File: config.mk
export PLATFORM = sky130hd
export DESIGN_NAME = spi_slave_reg_ctrl_flat
export DESIGN_NICKNAME = d
export VERILOG_FILES = /design/src/rtl/spi_slave_reg_ctrl_pkg.sv /design/src/rtl/spi_slave_reg_ctrl_if.sv /design/src/rtl/spi_slave_reg_ctrl_reg_bank.sv /design/src/rtl/spi_slave_reg_ctrl.sv /design/src/flat_wrapper.sv
export SDC_FILE = /design/constraint.sdc
export NUM_CORES = 1
export LEC_CHECK = 0
export ABC_AREA = 0
export BUFFER_PORTS_ARGS = -buffer_cell sky130_fd_sc_hd__buf_2
export CAP_MARGIN = 20
export CORE_MARGIN = 3
export CORE_UTILIZATION = 54
export CTS_CLUSTER_SIZE = 10
export DETAILED_ROUTE_END_ITERATION = 7
export PLACE_DENSITY = 0.82
export SYNTH_ARGS = -nofsm -noshare
export SYNTH_HDL_FRONTEND = slang
export SYNTH_SLANG_ARGS = --single-unit
export TNS_END_PERCENT = 20
File: constraint.sdc
create_clock -name clk -period 2.81 [get_ports clk]
set_input_delay 0.4215 -clock clk [delete_from_list [all_inputs] [get_ports clk]]
set_output_delay 0.4215 -clock clk [all_outputs]
set_load 0.03 [all_outputs]
File: src/rtl/spi_slave_reg_ctrl_pkg.sv
// Shared definitions for the SPI register controller: FSM states,
// acknowledge nibbles, command byte field positions and command decode.
package spi_slave_reg_ctrl_pkg;

   typedef enum logic [1:0] {
      ST_IDLE    = 2'd0,
      ST_WR_DATA = 2'd1,
      ST_RD_RESP = 2'd2
   } state_t;

   localparam logic [3:0] ACK_OK  = 4'hA;
   localparam logic [3:0] ACK_ERR = 4'hE;

   localparam int CMD_WR_BIT   = 7;
   localparam int CMD_RSV_MSB  = 6;
   localparam int CMD_RSV_LSB  = 4;
   localparam int CMD_ADDR_MSB = 3;
   localparam int CMD_ADDR_LSB = 0;

   // A command is usable only with clear reserved bits and an address inside the bank
   function automatic logic cmdIsValid(input logic [7:0] cmd, input int nregs);
      return (cmd[CMD_RSV_MSB:CMD_RSV_LSB] == 3'b000) &&
             (int'({28'd0, cmd[CMD_ADDR_MSB:CMD_ADDR_LSB]}) < nregs);
   endfunction

endpackage

File: src/rtl/spi_slave_reg_ctrl_if.sv
// Bus between spi_slave/application logic and the register controller.
// The slave modport is the controller's view; master is the surrounding logic.
interface spi_slave_reg_ctrl_if #(
   parameter int NREGS = 8,
   parameter int ERR_W = 8
);

   logic [7:0]         recv_data;
   logic               recv_rdy;
   logic [11:0]        send_data;
   logic [NREGS*8-1:0] regs_flat;
   logic               wr_stb;
   logic [3:0]         wr_addr;
   logic               busy;
   logic [ERR_W-1:0]   err_cnt;

   modport slave (
      input  recv_data, recv_rdy,
      output send_data, regs_flat, wr_stb, wr_addr, busy, err_cnt
   );

   modport master (
      output recv_data, recv_rdy,
      input  send_data, regs_flat, wr_stb, wr_addr, busy, err_cnt
   );

endinterface

File: src/rtl/spi_slave_reg_ctrl_reg_bank.sv
// spi_reg_bank: NREGS x 8-bit register array with a single write port and a
// flat read bus (register i at bits [8*i+7:8*i]). Cleared by async reset.
module spi_reg_bank #(
   parameter int NREGS = 8
) (
   input  logic               clk,
   input  logic               rst,
   input  logic               i_wrEn,
   input  logic [3:0]         i_wrAddr,
   input  logic [7:0]         i_wrData,
   output logic [NREGS*8-1:0] o_regsFlat
);

   logic [7:0] r_regs [NREGS];

   // Write the addressed register when enabled; reset clears the whole bank
   always_ff @(posedge clk or negedge rst) begin
      if (!rst) begin
         for (int i = 0; i < NREGS; i++) begin
            r_regs[i] <= '0;
         end
      end else begin
         for (int i = 0; i < NREGS; i++) begin
            if (i_wrEn && (i_wrAddr == 4'(i))) begin
               r_regs[i] <= i_wrData;
            end
         end
      end
   end

   for (genvar g = 0; g < NREGS; g++) begin : g_flat
      assign o_regsFlat[8*g +: 8] = r_regs[g];
   end

endmodule

File: src/rtl/spi_slave_reg_ctrl.sv
// spi_slave_reg_ctrl: turns the spi_slave byte stream into register accesses.
// Each rising edge of recv_rdy is one byte event; the FSM decodes commands,
// writes the register bank and prepares the next send word for the master.
// Optional feature macro: SPI_REG_CTRL_TIMEOUT_EN (inter-byte timeout while busy).
module spi_slave_reg_ctrl
   import spi_slave_reg_ctrl_pkg::*;
#(
   parameter int          NREGS          = 8,
   parameter logic [11:0] IDLE_WORD      = 12'hF55,
   parameter int          TIMEOUT_CYCLES = 1000000,
   parameter int          ERR_W          = 8
) (
   input  logic               clk,
   input  logic               rst,
   spi_slave_reg_ctrl_if.slave bus
);

   if ((NREGS < 2) || (NREGS > 16) || ((NREGS & (NREGS - 1)) != 0) ||
       (TIMEOUT_CYCLES < 2)) begin : g_badParams
      $error("spi_slave_reg_ctrl: unsupported NREGS or TIMEOUT_CYCLES");
   end

   state_t             r_state;
   state_t             w_stateNext;
   logic               r_rdyQ;
   logic               w_byteEvent;
   logic [11:0]        r_sendData;
   logic [11:0]        w_sendNext;
   logic [3:0]         r_addr;
   logic [3:0]         w_addrNext;
   logic               r_wrStb;
   logic [3:0]         r_wrAddr;
   logic               w_wrEn;
   logic               w_errInc;
   logic [ERR_W-1:0]   r_errCnt;
   logic               w_timeout;
   logic [7:0]         w_rdByte;
   logic [NREGS*8-1:0] w_regsFlat;

   assign w_byteEvent = bus.recv_rdy && !r_rdyQ;

`ifdef SPI_REG_CTRL_TIMEOUT_EN
   localparam int TO_W = $clog2(TIMEOUT_CYCLES);
   localparam logic [TO_W-1:0] TO_LAST = TO_W'(TIMEOUT_CYCLES - 1);

   logic [TO_W-1:0] r_toCnt;

   // Count idle cycles between bytes of a command; any byte or idle state restarts it
   always_ff @(posedge clk or negedge rst) begin
      if (!rst) begin
         r_toCnt <= '0;
      end else if (w_byteEvent || (r_state == ST_IDLE) || (r_toCnt == TO_LAST)) begin
         r_toCnt <= '0;
      end else begin
         r_toCnt <= r_toCnt + 1'b1;
      end
   end

   assign w_timeout = (r_state != ST_IDLE) && !w_byteEvent && (r_toCnt == TO_LAST);
`else
   assign w_timeout = 1'b0;
`endif

   // Select the register named by the incoming read command
   always_comb begin
      w_rdByte = '0;
      for (int i = 0; i < NREGS; i++) begin
         if (bus.recv_data[CMD_ADDR_MSB:CMD_ADDR_LSB] == 4'(i)) begin
            w_rdByte = w_regsFlat[8*i +: 8];
         end
      end
   end

   // Decode each byte event against the current state and form the next send word
   always_comb begin
      w_stateNext = r_state;
      w_sendNext  = r_sendData;
      w_addrNext  = r_addr;
      w_wrEn      = 1'b0;
      w_errInc    = 1'b0;
      if (w_byteEvent) begin
         case (r_state)
            ST_IDLE: begin
               if (!cmdIsValid(bus.recv_data, NREGS)) begin
                  w_stateNext = ST_RD_RESP;
                  w_sendNext  = {ACK_ERR, bus.recv_data};
                  w_errInc    = 1'b1;
               end else if (bus.recv_data[CMD_WR_BIT]) begin
                  w_stateNext = ST_WR_DATA;
                  w_addrNext  = bus.recv_data[CMD_ADDR_MSB:CMD_ADDR_LSB];
               end else begin
                  w_stateNext = ST_RD_RESP;
                  w_sendNext  = {ACK_OK, w_rdByte};
               end
            end
            ST_WR_DATA: begin
               w_stateNext = ST_IDLE;
               w_wrEn      = 1'b1;
               w_sendNext  = {ACK_OK, bus.recv_data};
            end
            ST_RD_RESP: begin
               w_stateNext = ST_IDLE;
               w_sendNext  = IDLE_WORD;
            end
            default: begin
               w_stateNext = ST_IDLE;
               w_sendNext  = IDLE_WORD;
            end
         endcase
      end else if (w_timeout) begin
         w_stateNext = ST_IDLE;
         w_sendNext  = IDLE_WORD;
         w_errInc    = 1'b1;
      end
   end

   // State, edge-detect history, latched write address and send word
   always_ff @(posedge clk or negedge rst) begin
      if (!rst) begin
         r_state    <= ST_IDLE;
         r_rdyQ     <= 1'b0;
         r_addr     <= '0;
         r_sendData <= IDLE_WORD;
      end else begin
         r_state    <= w_stateNext;
         r_rdyQ     <= bus.recv_rdy;
         r_addr     <= w_addrNext;
         r_sendData <= w_sendNext;
      end
   end

   // One-cycle write strobe with the address it applies to
   always_ff @(posedge clk or negedge rst) begin
      if (!rst) begin
         r_wrStb  <= 1'b0;
         r_wrAddr <= '0;
      end else begin
         r_wrStb <= w_wrEn;
         if (w_wrEn) begin
            r_wrAddr <= r_addr;
         end
      end
   end

   // Error counter sticks at all-ones instead of wrapping
   always_ff @(posedge clk or negedge rst) begin
      if (!rst) begin
         r_errCnt <= '0;
      end else if (w_errInc && (r_errCnt != '1)) begin
         r_errCnt <= r_errCnt + 1'b1;
      end
   end

   spi_reg_bank #(
      .NREGS (NREGS)
   ) u_bank (
      .clk        (clk),
      .rst        (rst),
      .i_wrEn     (w_wrEn),
      .i_wrAddr   (r_addr),
      .i_wrData   (bus.recv_data),
      .o_regsFlat (w_regsFlat)
   );

   assign bus.send_data = r_sendData;
   assign bus.regs_flat = w_regsFlat;
   assign bus.wr_stb    = r_wrStb;
   assign bus.wr_addr   = r_wrAddr;
   assign bus.busy      = (r_state != ST_IDLE);
   assign bus.err_cnt   = r_errCnt;

endmodule
File: src/flat_wrapper.sv
// flat-port wrapper written by rule: the top's interface ports become plain ports
module spi_slave_reg_ctrl_flat import spi_slave_reg_ctrl_pkg::*;
#(
   parameter int          NREGS          = 8,
   parameter logic [11:0] IDLE_WORD      = 12'hF55,
   parameter int          TIMEOUT_CYCLES = 1000000,
   parameter int          ERR_W          = 8
)
  (clk, rst, bus_recv_data, bus_recv_rdy, bus_send_data, bus_regs_flat, bus_wr_stb, bus_wr_addr, bus_busy, bus_err_cnt);
  spi_slave_reg_ctrl_if #(.NREGS(NREGS), .ERR_W(ERR_W)) bus_i ();
  input  logic clk;
  input  logic rst;
  input wire logic [$bits(bus_i.recv_data)-1:0] bus_recv_data;
  input wire logic [$bits(bus_i.recv_rdy)-1:0] bus_recv_rdy;
  output wire logic [$bits(bus_i.send_data)-1:0] bus_send_data;
  output wire logic [$bits(bus_i.regs_flat)-1:0] bus_regs_flat;
  output wire logic [$bits(bus_i.wr_stb)-1:0] bus_wr_stb;
  output wire logic [$bits(bus_i.wr_addr)-1:0] bus_wr_addr;
  output wire logic [$bits(bus_i.busy)-1:0] bus_busy;
  output wire logic [$bits(bus_i.err_cnt)-1:0] bus_err_cnt;
  assign bus_i.recv_data = bus_recv_data;
  assign bus_i.recv_rdy = bus_recv_rdy;
  assign bus_send_data = bus_i.send_data;
  assign bus_regs_flat = bus_i.regs_flat;
  assign bus_wr_stb = bus_i.wr_stb;
  assign bus_wr_addr = bus_i.wr_addr;
  assign bus_busy = bus_i.busy;
  assign bus_err_cnt = bus_i.err_cnt;
  spi_slave_reg_ctrl #(.NREGS(NREGS), .IDLE_WORD(IDLE_WORD), .TIMEOUT_CYCLES(TIMEOUT_CYCLES), .ERR_W(ERR_W)) u_core (.clk(clk), .rst(rst), .bus(bus_i));
endmodule
Yosys cells after proc, flatten, opt, wreduce, memory -nomap -nowiden
Cells that the tools add are included.
- flip-flop bits (word level): 96
- input bits: 11
- output and inout port bits: 90
- logic and storage cells: 72
- $add $sub $neg: 1
- magnitude comparators: 1
- eq/ne operators: 17
- mux-type cells: 19
- reduce and logical (&&, ||, !) cells: 19
- operator list (cell ; number):
    8-bit 2-to-1 mux ; 8
    4-bit by 3-bit == test with 1-bit output, second input constant ; 8
    12-bit 2-to-1 mux ; 2
    12-bit case mux with 2 select lines ; 1
    4-bit by 2-bit == test with 1-bit output, second input constant ; 4
    1-bit logical AND ; 11
    8-bit by 1-bit adder with 8-bit output, second input constant ; 1
    4-bit by 1-bit == test with 1-bit output, second input constant ; 2
    4-bit zero test ; 2
    8-bit inequality test, second input constant ; 1
    2-bit 2-to-1 mux ; 3
    1-bit 2-to-1 mux ; 5
    4-bit less-than comparator, second input constant ; 1
    4-bit AND reduction ; 1
    3-bit zero test ; 1
    3-bit inequality test, second input constant ; 1
    2-bit by 1-bit == test with 1-bit output, second input constant ; 1
    2-bit zero test ; 1
    2-bit AND reduction ; 1
    2-bit nonzero test ; 1
    1-bit zero test ; 1

Longest topological paths before layout
- depth in word-level cells: 12
- gate-level depth with buffers: 8
- gate-level depth less buffers: 6

Hierarchy
Synthesis repeated with hierarchy kept, for this count alone.
- cell total of the unflattened synthesis: 371
- area total of the unflattened synthesis: 4620.7 um^2
- by module, submodules not included (module ; instances ; cells an instance ; area each (um^2) ; seq. area each (um^2)):
    spi_reg_bank ; 1 ; 144 ; 2487.4 ; 1601.5
    spi_slave_reg_ctrl ; 1 ; 227 ; 2133.3 ; 758.2

Worst setup path after synthesis
OpenSTA, ideal clock, no wires.
- kind: input to register
- start point: input port bus_recv_rdy
- end point: register u_core.u_bank.r_regs (netlist bit u_core.u_bank.o_regsFlat[16])
- library setup time: 0.125 ns
- data arrival time: 2.081 ns
- data required time: 2.685 ns
- path slack: 0.605 ns
- stages on the path: 7
- buffers on the path: 2
- path through: nor2b_4 -> and3_2 -> buf_6 -> or3b_1 -> buf_6 -> nor3b_4 -> mux2_2
- cells in the longest elaborated chain, start to end: 3
- ends and longest elaborated chain (item ; RTL line ; RTL):
    start, declared ; flat_wrapper.sv:14 ; input wire logic [$bits(bus_i.recv_rdy)-1:0] bus_recv_rdy;
    1-bit logical AND ; spi_slave_reg_ctrl.sv:40 ; assign w_byteEvent = bus.recv_rdy && !r_rdyQ;
    1-bit 2-to-1 mux ; spi_slave_reg_ctrl.sv:81 ; if (w_byteEvent) begin
    net u_core.u_bank.i_wrEn ; spi_slave_reg_ctrl_reg_bank.sv:8 ; input logic i_wrEn,
    1-bit logical AND ; spi_slave_reg_ctrl_reg_bank.sv:24 ; if (i_wrEn && (i_wrAddr == 4'(i))) begin
    end signal, assigned by index ; spi_slave_reg_ctrl_reg_bank.sv:25 ; r_regs[i] <= i_wrData;
    end, declared ; spi_slave_reg_ctrl_reg_bank.sv:14 ; logic [7:0] r_regs [NREGS];
The timed path passes the listed nets, and every way through them passes these cells.
A chain may end at the register's enable or synchronous reset.

Final worst setup path
- start point: register u_core.r_state[1]
- end point: register u_core.u_bank.r_regs (netlist bit u_core.u_bank.o_regsFlat[23])
- cells in the longest elaborated chain, start to end: 4
- ends and longest elaborated chain (item ; RTL line ; RTL):
    start, declared ; spi_slave_reg_ctrl.sv:23 ; state_t r_state;
    start signal, assigned ; spi_slave_reg_ctrl.sv:125 ; r_state <= w_stateNext;
    2-bit by 1-bit == test with 1-bit output ; spi_slave_reg_ctrl.sv:82 ; case (r_state)
    1-bit 2-to-1 mux ; spi_slave_reg_ctrl.sv:82 ;
    1-bit 2-to-1 mux ; spi_slave_reg_ctrl.sv:81 ;
    1-bit logical AND ; spi_slave_reg_ctrl_reg_bank.sv:24 ;
No other way between the ends.

==> results.md <==
Floorplan:
- Once the floorplan was initialized, standard cells occupied 57.04% of the core.
- The core box area is slightly below 0.008 mm2.
- The total number of placement rows is 32.
- The die is 97.28 um tall.
- Measured along the x axis, the die boundary spans ~97 um.
- The number of top-level pins is roughly 100.
- The overall die area is 0.009463 mm2.

Power:
- The internal cell power is 0.002143 W.
- Summing internal, switching and leakage power gives 0.003084 W.
- Summed over all cells, the static leakage comes to 2.755 nW.
- The power density over the cells is a little under 600 mW/mm2.
- In this run, flip-flops and latches consume approximately half of the power.
- The combinational cell fraction of total power is between 10% and 20%.
- The peak ir drop on the vdd network is 0.0003796 V.
- In this run, the clock network consumes 33.2% of the power.
- The net switching power is 0.0009411 W.
- The fraction of power spent switching nets is 30.51%.

Clocking:
- The number of buffers created by CTS is 9.
- The clock-pin transition on the worst setup and hold timing paths is 0.09 ns.
- Counting along the longest clock path gives a buffer depth of 2.
- The post-CTS setup buffer count is 0.
- The number of clock sinks seen by CTS is 94.
- The clock tree from TritonCTS is done.
- The post-cts resize count is 0.
- The hold buffer count at cts is 0.
- Clock latency on the worst-skew pair, taken at its later pin, is 0.37 ns.
- The root buffer cell is sky130_fd_sc_hd__clkbuf_8.
- The H-tree was split into 3 levels.

Setup path:
- Data on the critical path arrives at its endpoint at 2.75 ns.
- The startpoint identified for the worst register-to-register timing path is u_core.r_state[1]$_DFFE_PN0P_.
- The category of the worst setup path launch point is a register.
- The worst reg2reg path endpoint is u_core.u_bank.o_regsFlat[23]$_DFFE_PN0P_.
- The required time at the worst-slack endpoint is 3.06 ns.
- The depth of the worst register-to-register path is 5.
- Of all nets on the critical path, the largest fanout is 8.
- The worst register-to-register path has a setup slack of around 0.31 ns.
- STA classifies the critical path endpoint as a register.
- The path type of the worst setup path is reg2reg.

Global routing:
- The first global-routing pass estimated 18.81 mm of wire.
- The combined global-route utilization of all metal layers is 25.54%.
- The initial antenna violation count is 0.
- The total overflow reported by the global router is 0.
- The maximum number of pins on one net before global-route repair is 53.
- The number of global-route vias before repair is 3,453.

Logic synthesis:
- Synthesis inferred 94 register bits.
- Yosys printed 0 warnings.
- The total standard cell area after synthesis is 0.004499 mm2.
- In the synthesized netlist the dominant register cell turns out to be sky130_fd_sc_hd__dfrtp_1.
- Yosys mapped a number of flops with a built-in enable equal to 0.
- Ranked by total cell area, the synthesized netlist is headed by sky130_fd_sc_hd__dfrtp_1 (49%), sky130_fd_sc_hd__mux2_2 (19%), sky130_fd_sc_hd__dfstp_2 (3.5%).
- The mean post-synth cell area is 12.19 um2.
- Sequential elements use between 50% and 60% of the synthesized area.
- The number of distinct standard cells referenced by the synthesized netlist is 53.
- The share of synthesized registers carrying an async set or reset is 100.0%.
- The top cell type by area accounts for around half of the synthesized area.
- The largest area contributor in the synthesized netlist is sky130_fd_sc_hd__dfrtp_1.
- In the synthesized netlist, the number of instances is 369.

STA:
- Setup slack closes at 0.3104 ns.
- The timing-limited maximum frequency is 400.1 MHz.
- The final setup violation count is 0.
- For the pin with the worst max-slew slack, the measured transition is a little under 0.7 ns.
- Setup total negative slack on the finished layout was measured at 0 ns.
- The final count of hold timing violations was 0.
- The fraction of the cycle the final worst path needs is 88.95%.
- After layout, the minimum clock period comes to about 2.5 ns.
- The tightest slew margin relative to the limit is 53.49%.
- Setup repair after global routing left no endpoint under its margin.
- The final max-slew violation count is 0.
- The clock arrives with 0.01321 ns of skew.

Finish:
- The finished layout holds 568 standard cells, fillers aside.
- The area overhead of the layout relative to synthesis is 18.24%.
- After routing the design area is between 0.005 and 0.006 mm2.
- In the layout the commonest cells are sky130_fd_sc_hd__buf_2 (97), sky130_fd_sc_hd__dfrtp_1 (88), sky130_fd_sc_hd__mux2_2 (77).
- After filler insertion, the fill cell instance count of the layout stands at 569.
- The repair_antennas step left the layout with diodes totalling 0.
- The layout net count is around 470.
- The library cell used most frequently in the layout, excluding fill and tap cells, is sky130_fd_sc_hd__buf_2.
- The share of layout cells above drive strength 1 is a little under half.

Placement:
- Counting tap cells, the placed design contains a total of 552 instances.
- The congestion estimate from routability-driven global placement came to 0.8431.
- The post-placement setup slack is ~0.22 ns.
- The placed standard-cell area is 0.005090 mm2.
- The total of buffers placed on input and output ports is slightly below 100.
- The HPWL after detailed placement is 7.982 mm.

Run status:
- The run finished with clean final reports.

Detailed routing:
- For this run, design rule violations remaining after detail routing come to 0.
- Wires add up to 11.67 mm.
- Dividing the detail-routed via count by the number of cells gives 6.011.
- In the final routed layout, each cell accounts on average for ~20 um.
- The initial DRC count is 318.
- Before antenna repair, the detailed router went through 5 iterations.
- Summing over every cut layer, the via total after detailed routing is 3,414.
- The count of nets left with antenna violations once routing finished came out at 0.

Flow run:
- The count of maximum capacitance violations is 0.

Min path:
- The tightest min-delay check is of the in2async type.
==> final cells by class <==
type                       count  area [um2]  share of cell area, %
sequential                    94        2360                  44.36
multi-input combinational    241        1988                  37.37
timing repair buffer         110       595.6                  11.19
clock buffer                  10       137.6                  2.587
tap                          102       127.6                  2.399
clock inverter                 6       92.59                  1.740
inverter                       5       18.77                 0.3528
==> routing by layer <==
layer,routed length (um),vias to the layer above,GRT usage [%]
met3,906,25,4.738
met2,5688,164,40.39
met1,4829,1712,34.94
met4,242,0,10.54
li1,-,1513,-
met5,0,-,0
==> flip-flops by register name, summed over array words and instances (netlist names) <==
signal and count:
u_core.u_bank.o_regsFlat 64, u_core.r_addr 4, u_core.bus.err_cnt 8, u_core.r_state 2, u_core.bus.wr_stb 1, u_core.bus.wr_addr 4
u_core.bus.send_data 10, u_core.r_rdyQ 1
==> cells by family after synthesis <==
group	count (synthesis)	synth area share, %
compound gates	56	7.981
mux	92	23.44
simple gates	82	10.76
flops	94	52.45
buf+inv	35	3.448
xor+xnor	8	1.557
fa+ha+maj	1	0.2780
other cells	1	0.08335
==> how the worst max path moves through the flow <==
stage / startpoint / to / slack [ns] / depth (start not counted)
finish: u_core.r_state[1]$_DFFE_PN0P_ / u_core.u_bank.o_regsFlat[23]$_DFFE_PN0P_ / 0.31 / 5
global route: u_core.r_state[1]$_DFFE_PN0P_ / u_core.u_bank.o_regsFlat[19]$_DFFE_PN0P_ / 0.25 / 5
CTS: u_core.r_state[1]$_DFFE_PN0P_ / u_core.u_bank.o_regsFlat[23]$_DFFE_PN0P_ / 0.32 / 5
detailed placement: bus_recv_rdy / u_core.u_bank.o_regsFlat[21]$_DFFE_PN0P_ / 0.22 / 6
global placement: bus_recv_rdy / u_core.u_bank.o_regsFlat[18]$_DFFE_PN0P_ / 0.31 / 6
floorplan: bus_recv_rdy / u_core.u_bank.o_regsFlat[16]$_DFFE_PN0P_ / 0.60 / 7
==> Yosys cell counts (all sizes together), types with 6 or more instances <==
cell type / n
buf: 9
o21ai: 19
dfrtp: 88
clkbuf: 21
nand2: 17
mux2: 77
mux2i: 12
dfstp: 6
a21oi: 8
nor3: 8
nor2: 16
nand3: 8
==> worst max-delay path: stages (launching register included) <==
cell and delay, ns:
sky130_fd_sc_hd__dfrtp_1 0.41, sky130_fd_sc_hd__inv_1 0.21, sky130_fd_sc_hd__and3_2 0.31, sky130_fd_sc_hd__or3b_1 0.52, sky130_fd_sc_hd__nor3b_4 0.53, sky130_fd_sc_hd__mux2_2 0.39
==> per-stage QoR <==
| step | utilization (%) | hold WS, ns |
|---|---|---|
| 6_report | 67.45 | 0.08544 |
| 5_1_grt | 67.45 | 0.1307 |
| 4_1_cts | 67.45 | 0.1019 |
| 3_5_place_dp | 64.53 | 0.4794 |
| 3_3_place_gp | 64.53 | 0.4621 |
| 2_1_floorplan | - | 0.1259 |
==> power groups by stage <==
stage | clock network [W] | registers [W] | logic (W)
final | 0.00102 | 0.00154 | 0.000525
after global routing | 0.00110 | 0.00155 | 0.000564
after CTS | 0.00103 | 0.00153 | 0.000528
after detailed placement | 0 | 0.00156 | 0.000525
after global placement | 0 | 0.00155 | 0.000512
after floorplan | 0 | 0.00169 | 0.000207
(Power assumes the default switching activity.)
